`src/rtl/pipe_pkg.sv`:
```
// Shared pipeline definitions: ALUOp and funct encodings, ALU control
// and multiplier state enums, and the ALU control decode function.
package pipe_pkg;

    localparam int MUL_CYCLES_DEF = 32;

    localparam logic [1:0] ALUOP_ADD   = 2'b00;
    localparam logic [1:0] ALUOP_SUB   = 2'b01;
    localparam logic [1:0] ALUOP_RTYPE = 2'b10;

    localparam logic [5:0] FUNCT_ADD = 6'b100000;
    localparam logic [5:0] FUNCT_SUB = 6'b100010;
    localparam logic [5:0] FUNCT_AND = 6'b100100;
    localparam logic [5:0] FUNCT_OR  = 6'b100101;
    localparam logic [5:0] FUNCT_SLT = 6'b101010;
    localparam logic [5:0] FUNCT_MUL = 6'b011000;

    typedef enum logic [2:0] {
        ALU_ADD,
        ALU_SUB,
        ALU_AND,
        ALU_OR,
        ALU_SLT,
        ALU_MUL
    } alu_ctrl_e;

    typedef enum logic [1:0] {
        MUL_IDLE,
        MUL_BUSY,
        MUL_DONE
    } mul_state_e;

    // Unknown ALUOp or funct falls back to add.
    function automatic alu_ctrl_e alu_decode(
        input logic [1:0] op,
        input logic [5:0] funct
    );
        alu_ctrl_e c;
        c = ALU_ADD;
        case (op)
            ALUOP_SUB: c = ALU_SUB;
            ALUOP_RTYPE: begin
                case (funct)
                    FUNCT_SUB: c = ALU_SUB;
                    FUNCT_AND: c = ALU_AND;
                    FUNCT_OR:  c = ALU_OR;
                    FUNCT_SLT: c = ALU_SLT;
                    FUNCT_MUL: c = ALU_MUL;
                    default:   c = ALU_ADD;
                endcase
            end
            default: c = ALU_ADD;
        endcase
        return c;
    endfunction

endpackage

```
`src/rtl/ex_mem_stage_if.sv`:
```
// EX/MEM register outputs as seen by the MEM stage.
// master: driven by ex_mem_stage; slave: consumed by MEM.
interface ex_mem_stage_if;
    logic        RegWrite_out;
    logic        MemtoReg_out;
    logic        Branch_out;
    logic        MemRead_out;
    logic        MemWrite_out;
    logic [31:0] alu_result_out;
    logic        zero_out;
    logic [31:0] write_data_out;
    logic [4:0]  RegisterRd_out;

    modport master (
        output RegWrite_out, MemtoReg_out, Branch_out,
        output MemRead_out, MemWrite_out,
        output alu_result_out, zero_out,
        output write_data_out, RegisterRd_out
    );

    modport slave (
        input RegWrite_out, MemtoReg_out, Branch_out,
        input MemRead_out, MemWrite_out,
        input alu_result_out, zero_out,
        input write_data_out, RegisterRd_out
    );
endinterface

```
`src/rtl/seq_multiplier.sv`:
```
// Iterative shift-add multiplier, one multiplier bit per BUSY cycle.
// Ports: clk, reset (async low), start, abort, a, b -> busy, done, product.
module seq_multiplier
    import pipe_pkg::*;
#(
    parameter int MUL_CYCLES = MUL_CYCLES_DEF
) (
    input  logic        clk,
    input  logic        reset,
    input  logic        start,
    input  logic        abort,
    input  logic [31:0] a,
    input  logic [31:0] b,
    output logic        busy,
    output logic        done,
    output logic [31:0] product
);

    localparam int CW = (MUL_CYCLES > 1) ? $clog2(MUL_CYCLES) : 1;
    localparam logic [CW-1:0] LAST = CW'(MUL_CYCLES - 1);

    mul_state_e    state, state_nx;
    logic [CW-1:0] count, count_nx;
    logic [31:0]   mcand, mcand_nx;
    logic [31:0]   mplier, mplier_nx;
    logic [31:0]   acc, acc_nx;

    always_ff @(posedge clk or negedge reset) begin
        if (!reset) begin
            state  <= MUL_IDLE;
            count  <= '0;
            mcand  <= '0;
            mplier <= '0;
            acc    <= '0;
        end else begin
            state  <= state_nx;
            count  <= count_nx;
            mcand  <= mcand_nx;
            mplier <= mplier_nx;
            acc    <= acc_nx;
        end
    end

    always_comb begin
        state_nx  = state;
        count_nx  = count;
        mcand_nx  = mcand;
        mplier_nx = mplier;
        acc_nx    = acc;
        unique case (state)
            MUL_IDLE: begin
                if (start && !abort) begin
                    state_nx  = MUL_BUSY;
                    count_nx  = '0;
                    mcand_nx  = a;
                    mplier_nx = b;
                    acc_nx    = '0;
                end
            end
            MUL_BUSY: begin
                if (abort) begin
                    state_nx = MUL_IDLE;
                    count_nx = '0;
                end else begin
                    if (mplier[0]) begin
                        acc_nx = acc + mcand;
                    end
                    mcand_nx  = mcand << 1;
                    mplier_nx = mplier >> 1;
                    count_nx  = count + 1'b1;
                    if (count == LAST) begin
                        state_nx = MUL_DONE;
                        count_nx = '0;
                    end
                end
            end
            MUL_DONE: begin
                state_nx = MUL_IDLE;
            end
            default: begin
                state_nx = MUL_IDLE;
            end
        endcase
    end

    assign busy    = (state == MUL_BUSY);
    assign done    = (state == MUL_DONE);
    assign product = acc;

endmodule

```
`src/rtl/ex_mem_stage.sv`:
```
// Execute stage with forwarding, ALU, iterative mul and the EX/MEM register.
// Ports: ID/EX fields in, MEM/WB forward source, EX_Flush -> EX_stall, mem (EX/MEM).
module ex_mem_stage
    import pipe_pkg::*;
#(
    parameter int MUL_CYCLES = MUL_CYCLES_DEF
) (
    input  logic        clk,
    input  logic        reset,
    input  logic        RegWrite_in,
    input  logic        MemtoReg_in,
    input  logic        Branch_in,
    input  logic        MemRead_in,
    input  logic        MemWrite_in,
    input  logic        ALUSrc_in,
    input  logic [1:0]  ALUOp_in,
    input  logic [31:0] reg_read_data_1_in,
    input  logic [31:0] reg_read_data_2_in,
    input  logic [31:0] immi_sign_extended_in,
    input  logic [4:0]  IF_ID_RegisterRs_in,
    input  logic [4:0]  IF_ID_RegisterRt_in,
    input  logic [4:0]  IF_ID_RegisterRd_in,
    input  logic        MEM_WB_RegWrite,
    input  logic [4:0]  MEM_WB_RegisterRd,
    input  logic [31:0] MEM_WB_write_data,
    input  logic        EX_Flush,
    output logic        EX_stall,
    ex_mem_stage_if.master mem
);

    logic [31:0] fwd_a, fwd_b, op_b;
    logic [31:0] alu_result, mul_product;
    logic [4:0]  dest;
    alu_ctrl_e   alu_ctrl;
    logic        mul_start, mul_busy, mul_done;
    logic        bubble;
    logic        exm_hit_a, exm_hit_b, wb_hit_a, wb_hit_b;

    assign exm_hit_a = mem.RegWrite_out && (mem.RegisterRd_out != 5'd0)
                    && (mem.RegisterRd_out == IF_ID_RegisterRs_in);
    assign exm_hit_b = mem.RegWrite_out && (mem.RegisterRd_out != 5'd0)
                    && (mem.RegisterRd_out == IF_ID_RegisterRt_in);
    assign wb_hit_a  = MEM_WB_RegWrite && (MEM_WB_RegisterRd != 5'd0)
                    && (MEM_WB_RegisterRd == IF_ID_RegisterRs_in);
    assign wb_hit_b  = MEM_WB_RegWrite && (MEM_WB_RegisterRd != 5'd0)
                    && (MEM_WB_RegisterRd == IF_ID_RegisterRt_in);

    // The newer EX/MEM value shadows the older MEM/WB value.
    always_comb begin
        fwd_a = reg_read_data_1_in;
        if (exm_hit_a) begin
            fwd_a = mem.alu_result_out;
        end else if (wb_hit_a) begin
            fwd_a = MEM_WB_write_data;
        end
    end

    always_comb begin
        fwd_b = reg_read_data_2_in;
        if (exm_hit_b) begin
            fwd_b = mem.alu_result_out;
        end else if (wb_hit_b) begin
            fwd_b = MEM_WB_write_data;
        end
    end

    assign op_b     = ALUSrc_in ? immi_sign_extended_in : fwd_b;
    assign dest     = ALUSrc_in ? IF_ID_RegisterRt_in : IF_ID_RegisterRd_in;
    assign alu_ctrl = alu_decode(ALUOp_in, immi_sign_extended_in[5:0]);

    assign mul_start = (alu_ctrl == ALU_MUL) && !EX_Flush;

    seq_multiplier #(
        .MUL_CYCLES(MUL_CYCLES)
    ) u_mul (
        .clk     (clk),
        .reset   (reset),
        .start   (mul_start),
        .abort   (EX_Flush),
        .a       (fwd_a),
        .b       (fwd_b),
        .busy    (mul_busy),
        .done    (mul_done),
        .product (mul_product)
    );

    // Issue cycle stalls combinationally; DONE releases the pipe.
    // Gated by reset so an asserted reset never reports a stall.
    assign EX_stall = reset
                   && ((mul_start && !mul_busy && !mul_done) || mul_busy);

    assign bubble = EX_Flush || EX_stall || mul_busy;

    always_comb begin
        alu_result = fwd_a + op_b;
        unique case (alu_ctrl)
            ALU_SUB: alu_result = fwd_a - op_b;
            ALU_AND: alu_result = fwd_a & op_b;
            ALU_OR:  alu_result = fwd_a | op_b;
            ALU_SLT: alu_result = {31'd0, $signed(fwd_a) < $signed(op_b)};
            ALU_MUL: alu_result = mul_product;
            default: alu_result = fwd_a + op_b;
        endcase
    end

    always_ff @(posedge clk or negedge reset) begin
        if (!reset) begin
            mem.RegWrite_out   <= 1'b0;
            mem.MemtoReg_out   <= 1'b0;
            mem.Branch_out     <= 1'b0;
            mem.MemRead_out    <= 1'b0;
            mem.MemWrite_out   <= 1'b0;
            mem.alu_result_out <= '0;
            mem.zero_out       <= 1'b0;
            mem.write_data_out <= '0;
            mem.RegisterRd_out <= '0;
        end else if (bubble) begin
            mem.RegWrite_out   <= 1'b0;
            mem.MemtoReg_out   <= 1'b0;
            mem.Branch_out     <= 1'b0;
            mem.MemRead_out    <= 1'b0;
            mem.MemWrite_out   <= 1'b0;
        end else begin
            mem.RegWrite_out   <= RegWrite_in;
            mem.MemtoReg_out   <= MemtoReg_in;
            mem.Branch_out     <= Branch_in;
            mem.MemRead_out    <= MemRead_in;
            mem.MemWrite_out   <= MemWrite_in;
            mem.alu_result_out <= alu_result;
            mem.zero_out       <= (alu_result == 32'h0);
            mem.write_data_out <= fwd_b;
            mem.RegisterRd_out <= dest;
        end
    end

endmodule

```
`src/flat_wrapper.sv`:
```
// flat-port wrapper written by rule: the top's interface ports become plain ports
module ex_mem_stage_flat import pipe_pkg::*;
#(
    parameter int MUL_CYCLES = MUL_CYCLES_DEF
)
  (clk, reset, RegWrite_in, MemtoReg_in, Branch_in, MemRead_in, MemWrite_in, ALUSrc_in, ALUOp_in, reg_read_data_1_in, reg_read_data_2_in, immi_sign_extended_in, IF_ID_RegisterRs_in, IF_ID_RegisterRt_in, IF_ID_RegisterRd_in, MEM_WB_RegWrite, MEM_WB_RegisterRd, MEM_WB_write_data, EX_Flush, EX_stall, mem_RegWrite_out, mem_MemtoReg_out, mem_Branch_out, mem_MemRead_out, mem_MemWrite_out, mem_alu_result_out, mem_zero_out, mem_write_data_out, mem_RegisterRd_out);
  ex_mem_stage_if mem_i ();
  input  logic clk;
  input  logic reset;
  input  logic RegWrite_in;
  input  logic MemtoReg_in;
  input  logic Branch_in;
  input  logic MemRead_in;
  input  logic MemWrite_in;
  input  logic ALUSrc_in;
  input  logic [1:0] ALUOp_in;
  input  logic [31:0] reg_read_data_1_in;
  input  logic [31:0] reg_read_data_2_in;
  input  logic [31:0] immi_sign_extended_in;
  input  logic [4:0] IF_ID_RegisterRs_in;
  input  logic [4:0] IF_ID_RegisterRt_in;
  input  logic [4:0] IF_ID_RegisterRd_in;
  input  logic MEM_WB_RegWrite;
  input  logic [4:0] MEM_WB_RegisterRd;
  input  logic [31:0] MEM_WB_write_data;
  input  logic EX_Flush;
  output logic EX_stall;
  output wire logic [$bits(mem_i.RegWrite_out)-1:0] mem_RegWrite_out;
  output wire logic [$bits(mem_i.MemtoReg_out)-1:0] mem_MemtoReg_out;
  output wire logic [$bits(mem_i.Branch_out)-1:0] mem_Branch_out;
  output wire logic [$bits(mem_i.MemRead_out)-1:0] mem_MemRead_out;
  output wire logic [$bits(mem_i.MemWrite_out)-1:0] mem_MemWrite_out;
  output wire logic [$bits(mem_i.alu_result_out)-1:0] mem_alu_result_out;
  output wire logic [$bits(mem_i.zero_out)-1:0] mem_zero_out;
  output wire logic [$bits(mem_i.write_data_out)-1:0] mem_write_data_out;
  output wire logic [$bits(mem_i.RegisterRd_out)-1:0] mem_RegisterRd_out;
  assign mem_RegWrite_out = mem_i.RegWrite_out;
  assign mem_MemtoReg_out = mem_i.MemtoReg_out;
  assign mem_Branch_out = mem_i.Branch_out;
  assign mem_MemRead_out = mem_i.MemRead_out;
  assign mem_MemWrite_out = mem_i.MemWrite_out;
  assign mem_alu_result_out = mem_i.alu_result_out;
  assign mem_zero_out = mem_i.zero_out;
  assign mem_write_data_out = mem_i.write_data_out;
  assign mem_RegisterRd_out = mem_i.RegisterRd_out;
  ex_mem_stage #(.MUL_CYCLES(MUL_CYCLES)) u_core (.clk(clk), .reset(reset), .RegWrite_in(RegWrite_in), .MemtoReg_in(MemtoReg_in), .Branch_in(Branch_in), .MemRead_in(MemRead_in), .MemWrite_in(MemWrite_in), .ALUSrc_in(ALUSrc_in), .ALUOp_in(ALUOp_in), .reg_read_data_1_in(reg_read_data_1_in), .reg_read_data_2_in(reg_read_data_2_in), .immi_sign_extended_in(immi_sign_extended_in), .IF_ID_RegisterRs_in(IF_ID_RegisterRs_in), .IF_ID_RegisterRt_in(IF_ID_RegisterRt_in), .IF_ID_RegisterRd_in(IF_ID_RegisterRd_in), .MEM_WB_RegWrite(MEM_WB_RegWrite), .MEM_WB_RegisterRd(MEM_WB_RegisterRd), .MEM_WB_write_data(MEM_WB_write_data), .EX_Flush(EX_Flush), .EX_stall(EX_stall), .mem(mem_i));
endmodule
```
`config.mk`:
```
export PLATFORM = sky130hd
export DESIGN_NAME = ex_mem_stage_flat
export DESIGN_NICKNAME = d
export VERILOG_FILES = /design/src/rtl/pipe_pkg.sv /design/src/rtl/ex_mem_stage_if.sv /design/src/rtl/seq_multiplier.sv /design/src/rtl/ex_mem_stage.sv /design/src/flat_wrapper.sv
export SDC_FILE = /design/constraint.sdc
export NUM_CORES = 1
export LEC_CHECK = 0
export CORE_MARGIN = 5
export CORE_UTILIZATION = 57
export DETAILED_ROUTE_END_ITERATION = 16
export PLACE_DENSITY = 0.88
export REMOVE_ABC_BUFFERS = 1
export SLEW_MARGIN = 10
export SYNTH_ARGS = -nofsm -noshare
export SYNTH_HDL_FRONTEND = slang
export SYNTH_SLANG_ARGS = --single-unit
```
`constraint.sdc`:
```
create_clock -name clk -period 6.6 [get_ports clk]
set_input_delay 1.32 -clock clk [delete_from_list [all_inputs] [get_ports clk]]
set_output_delay 1.32 -clock clk [all_outputs]
set_load 0.01 [all_outputs]
```
==> impl_metrics.toml <==
[critical_path]
critical_path.n_buffers_inverters = 9
crit_top_cell = "sky130_fd_sc_hd__buf_4"
crit_path_start_kind = "input port"
critical-path-top-delay-family = "buffers and inverters"
cpMaxStageDelayCell = "sky130_fd_sc_hd__or4_4"
worst-endpoint-required_ns = 7.00
slowest_delay_ns = 0.55
crit_type = "input port to flip-flop"
cp-end-kind = "flip-flop"
maximum_fanout_count_along_the_critical_path = 7
endpoint_arrival_time_on_the_critical_path_ns = 6.77

[power]
switching_power_mw = 1.52
sequential_power_share = 0.317
vdd.ir_drop.worst_uv = 167
cell_internal_pwr_mw = 2.61
report.power.total_mw = 4.13
power_per_cell_area_mw_per_mm2 = 187
leakage_nw = 10.5
clockPowerShare = 0.263
p_comb_frac = 0.420
power.switching_fraction = 0.369

[timing]
worst_pin_slew_ns = 1.26
hold_violations = 0
timing.final.setup_violations = 0
worst_slew_margin_rel = 0.158
post-route-period-util = 0.966
totalNegativeSetupSlack_ns = 0
slew_violations = 0
timing.final.crit_period_ns = 6.38
maxClockFrequency_mhz = 157
finalClockSkew_ns = 0.0121

[place]
placed_cell_area_mm2 = 0.0213
routability_congestion = 1.01
detailedPlacementHpwl_mm = 49.1
io_buf_count = 235
placed_cells = 2936

[cts]
cts-buffers-inserted = 17
clock_sink_count = 178
clk_latency_ns = 0.45
cts-htree-levels = 4
ctsRootBufferMaster = "sky130_fd_sc_hd__clkbuf_16"
tritoncts = "built"
cts.reportedPaths.clkPinSlew_ns = 0.08
cts-root-to-sink-buffers = 2
post_cts_hold_buffer_count = 0

[logic_synthesis]
postSynthCellCount = 2112
ys_ff_latch = 178
synthFlopType = "sky130_fd_sc_hd__dfrtp_1"
parity_gate_share_of_the_synthesized_area_counting_xor_and_xnor_cells = 0.0314
main_combinational_cell_family_by_area_after_synthesis = "compound AO/OA/AOI/OAI gates"
synthDistinctLibCells = 90
ys_async_sr_fraction = 1.00
post_synth_instance_area_mm2 = 0.0165
synth_compound_area_frac = 0.250
post_synth_fa_ha_maj_area_fraction = 0.102
synth.yosys.seq_area_share = 0.271
post_synth_and_or_nand_nor_area_fraction = 0.194
synth_enable_flop_cells = 0
yosys-mux-area-fraction = 0.101
postSynthAreaPerCell_um2 = 7.79
ys_warn_count = 0

[floorplan]
die_area_mm2 = 0.0324
die_width_um = 180
floorplan.initialDensity = 0.575
die_h_um = 180
area_of_the_core_region_mm2 = 0.0286
core.rowCount = 62
pin_count = 236

[layout]
layout.cell_area.non_filler_mm2 = 0.0220
finalNonFillerCells = 2974
fin_nets = 2869
layout_area_overhead_pct = 33.8
proportion_of_layout_cells_with_a_drive_suffix_above_1 = 0.162

[detailed_routing]
detail_route.iter0.violations = 1817
vias = 18700
detail-route-antenna-nets = 0
detail_route.wl_per_cell_um = 21.4
post_route_drc = 0
drt_wl_total_mm = 63.7
vias_per_cell = 6.29
drt_pass1_iterations = 7

[grt]
grt_first_pass_wirelength_mm = 100
pin_count_of_the_biggest_net_entering_global_routing = 88
initial_antenna_violation_count = 1
gr-total-overflow = 0
vias_in_the_first_global_route = 18900
globalRouteTotalUtil = 0.378

[outcome]
outcome = "complete, no violations"

[min_path]
min-delay-path-class = "flip-flop to flip-flop"

[run]
drv_cap = 0
-- synthesized netlist by cell type (all sizes together), types with 7 or more instances --
library cell,n,area [um2]
o211ai,21,163
or3,10,62.6
a221o,7,70.1
nor2,114,430
nand4,17,121
buf,8,30.0
a22oi,19,143
xnor2,37,324
a211o,8,70.1
nor3b,10,75.1
nor2b,17,106
nand2,389,1460
o31ai,11,96.3
dfrtp,178,4450
inv,110,413
clkbuf,107,402
a22o,15,131
mux2,7,78.8
a211oi,17,128
xor2,22,193
o21bai,22,165
a31oi,20,140
nor4,10,62.6
a2111oi,7,81.3
nand2b,25,156
and2,15,93.8
a31o,9,78.8
nor3,34,170
nand3,32,165
o21ai,261,1310
a21o,35,263
mux2i,158,1580
and3,10,67.6
ha,129,1610
a21oi,117,586
-- stage by stage --
stage	util	hold WS (ns)	setup WS (ns)
floorplan	-	0.449	-2.00
global placement	0.746	0.455	-0.228
detailed placement	0.746	0.462	-0.433
CTS	0.766	0.480	0.00844
global route	0.769	0.509	-0.00626
finish	0.769	0.478	0.223
-- layer usage --
layer | vias to the layer above | wire, um | GRT usage
met5 | - | 0 | 0
met4 | 0 | 2630 | 0.173
met3 | 221 | 5600 | 0.0612
met2 | 1146 | 30100 | 0.636
met1 | 8884 | 25500 | 0.479
li1 | 8445 | - | -
-- registers in the layout, summed over array words and instances (netlist names) --
register,count
u_core.u_mul.state,2
u_core.mem.zero_out,1
u_core.mem.write_data_out,32
u_core.mem.RegWrite_out,1
u_core.mem.MemtoReg_out,1
u_core.mem.MemWrite_out,1
u_core.mem.MemRead_out,1
u_core.mem.Branch_out,1
u_core.u_mul.mcand,32
u_core.u_mul.count,5
u_core.mem.alu_result_out,32
u_core.u_mul.mplier,32
u_core.mem.RegisterRd_out,5
u_core.u_mul.product,32
-- worst paths after layout --
check	depth (start not counted)	startpoint	slack (ns)	end
worst max register to register	16	u_core.u_mul.mcand[0]	1.03	u_core.u_mul.product[30]
worst min-delay path	2	u_core.mem.write_data_out[20]	0.48	u_core.mem.write_data_out[20]
min in group asynchronous	1	reset	0.80	u_core.mem.write_data_out[21]
max in group asynchronous	2	reset	4.43	u_core.mem.write_data_out[6]
worst min register to register	2	u_core.mem.write_data_out[20]	0.48	u_core.mem.write_data_out[20]
worst max-delay path	28	MEM_WB_RegisterRd[1]	0.22	u_core.mem.zero_out
-- kinds of logic (layout without fill, tap and decap cells) --
group | count (synthesis) | count (layout)
muxes | 165 | 165
other | 0 | 1
adders and majority gates | 132 | 132
xor gates and xnor gates | 59 | 59
buffers and inverters | 225 | 702
and+or+nand+nor | 709 | 709
AOI/OAI and AO/OA | 644 | 644
DFF | 178 | 178
-- area by class of cell --
cell class | count | area [um2]
antenna | 1 | 2.50
clock buffer | 18 | 429
clock inverter | 13 | 150
fill | 2002 | 6610
inverter | 110 | 413
multi-input combinational | 1709 | 11300
sequential | 178 | 4450
tap | 384 | 480
timing repair buffer | 561 | 4820
-- power groups by stage --
stage               registers [mW]  logic (mW)  clock network [mW]
detailed placement            1.32        1.68                   0
global route                  1.32        1.86                1.12
floorplan                     1.33       0.763                   0
CTS                           1.31        1.69                1.08
global placement              1.32        1.64                   0
finish                        1.31        1.73                1.08
-- worst register-to-register path, cell delays in order, from the launching register on --
cell and delay, ns:
sky130_fd_sc_hd__dfrtp_1 0.42, sky130_fd_sc_hd__ha_1 0.27, sky130_fd_sc_hd__fa_1 0.48, sky130_fd_sc_hd__a21o_1 0.20, sky130_fd_sc_hd__a21oi_1 0.28, sky130_fd_sc_hd__o21ai_0 0.19, sky130_fd_sc_hd__a31o_2 0.33, sky130_fd_sc_hd__a21o_1 0.23
sky130_fd_sc_hd__a31oi_1 0.34, sky130_fd_sc_hd__a31o_2 0.31, sky130_fd_sc_hd__nor2_1 0.06, sky130_fd_sc_hd__a2111oi_0 0.43, sky130_fd_sc_hd__o21bai_1 0.19, sky130_fd_sc_hd__a221oi_1 0.93, sky130_fd_sc_hd__o21ai_0 0.37, sky130_fd_sc_hd__a221oi_1 0.33
sky130_fd_sc_hd__a311oi_1 0.07
-- repair_timing --
item	in CTS	in global routing
endpoints found under the setup margin	0	5
gates resized for setup	0	17
setup buffers	0	6
-- placed cells by master (no fill, tap or decap), drive strengths merged, types with 25 or more instances in the layout --
master and count:
nand2 389, buf 327, o21ai 261, clkdlybuf4s50 234, dfrtp 178, mux2i 158
ha 129, a21oi 117, inv 116, nor2 114, xnor2 37, a21o 35
nor3 34, nand3 32, nand2b 25
Power figures use the tool's default switching activity.
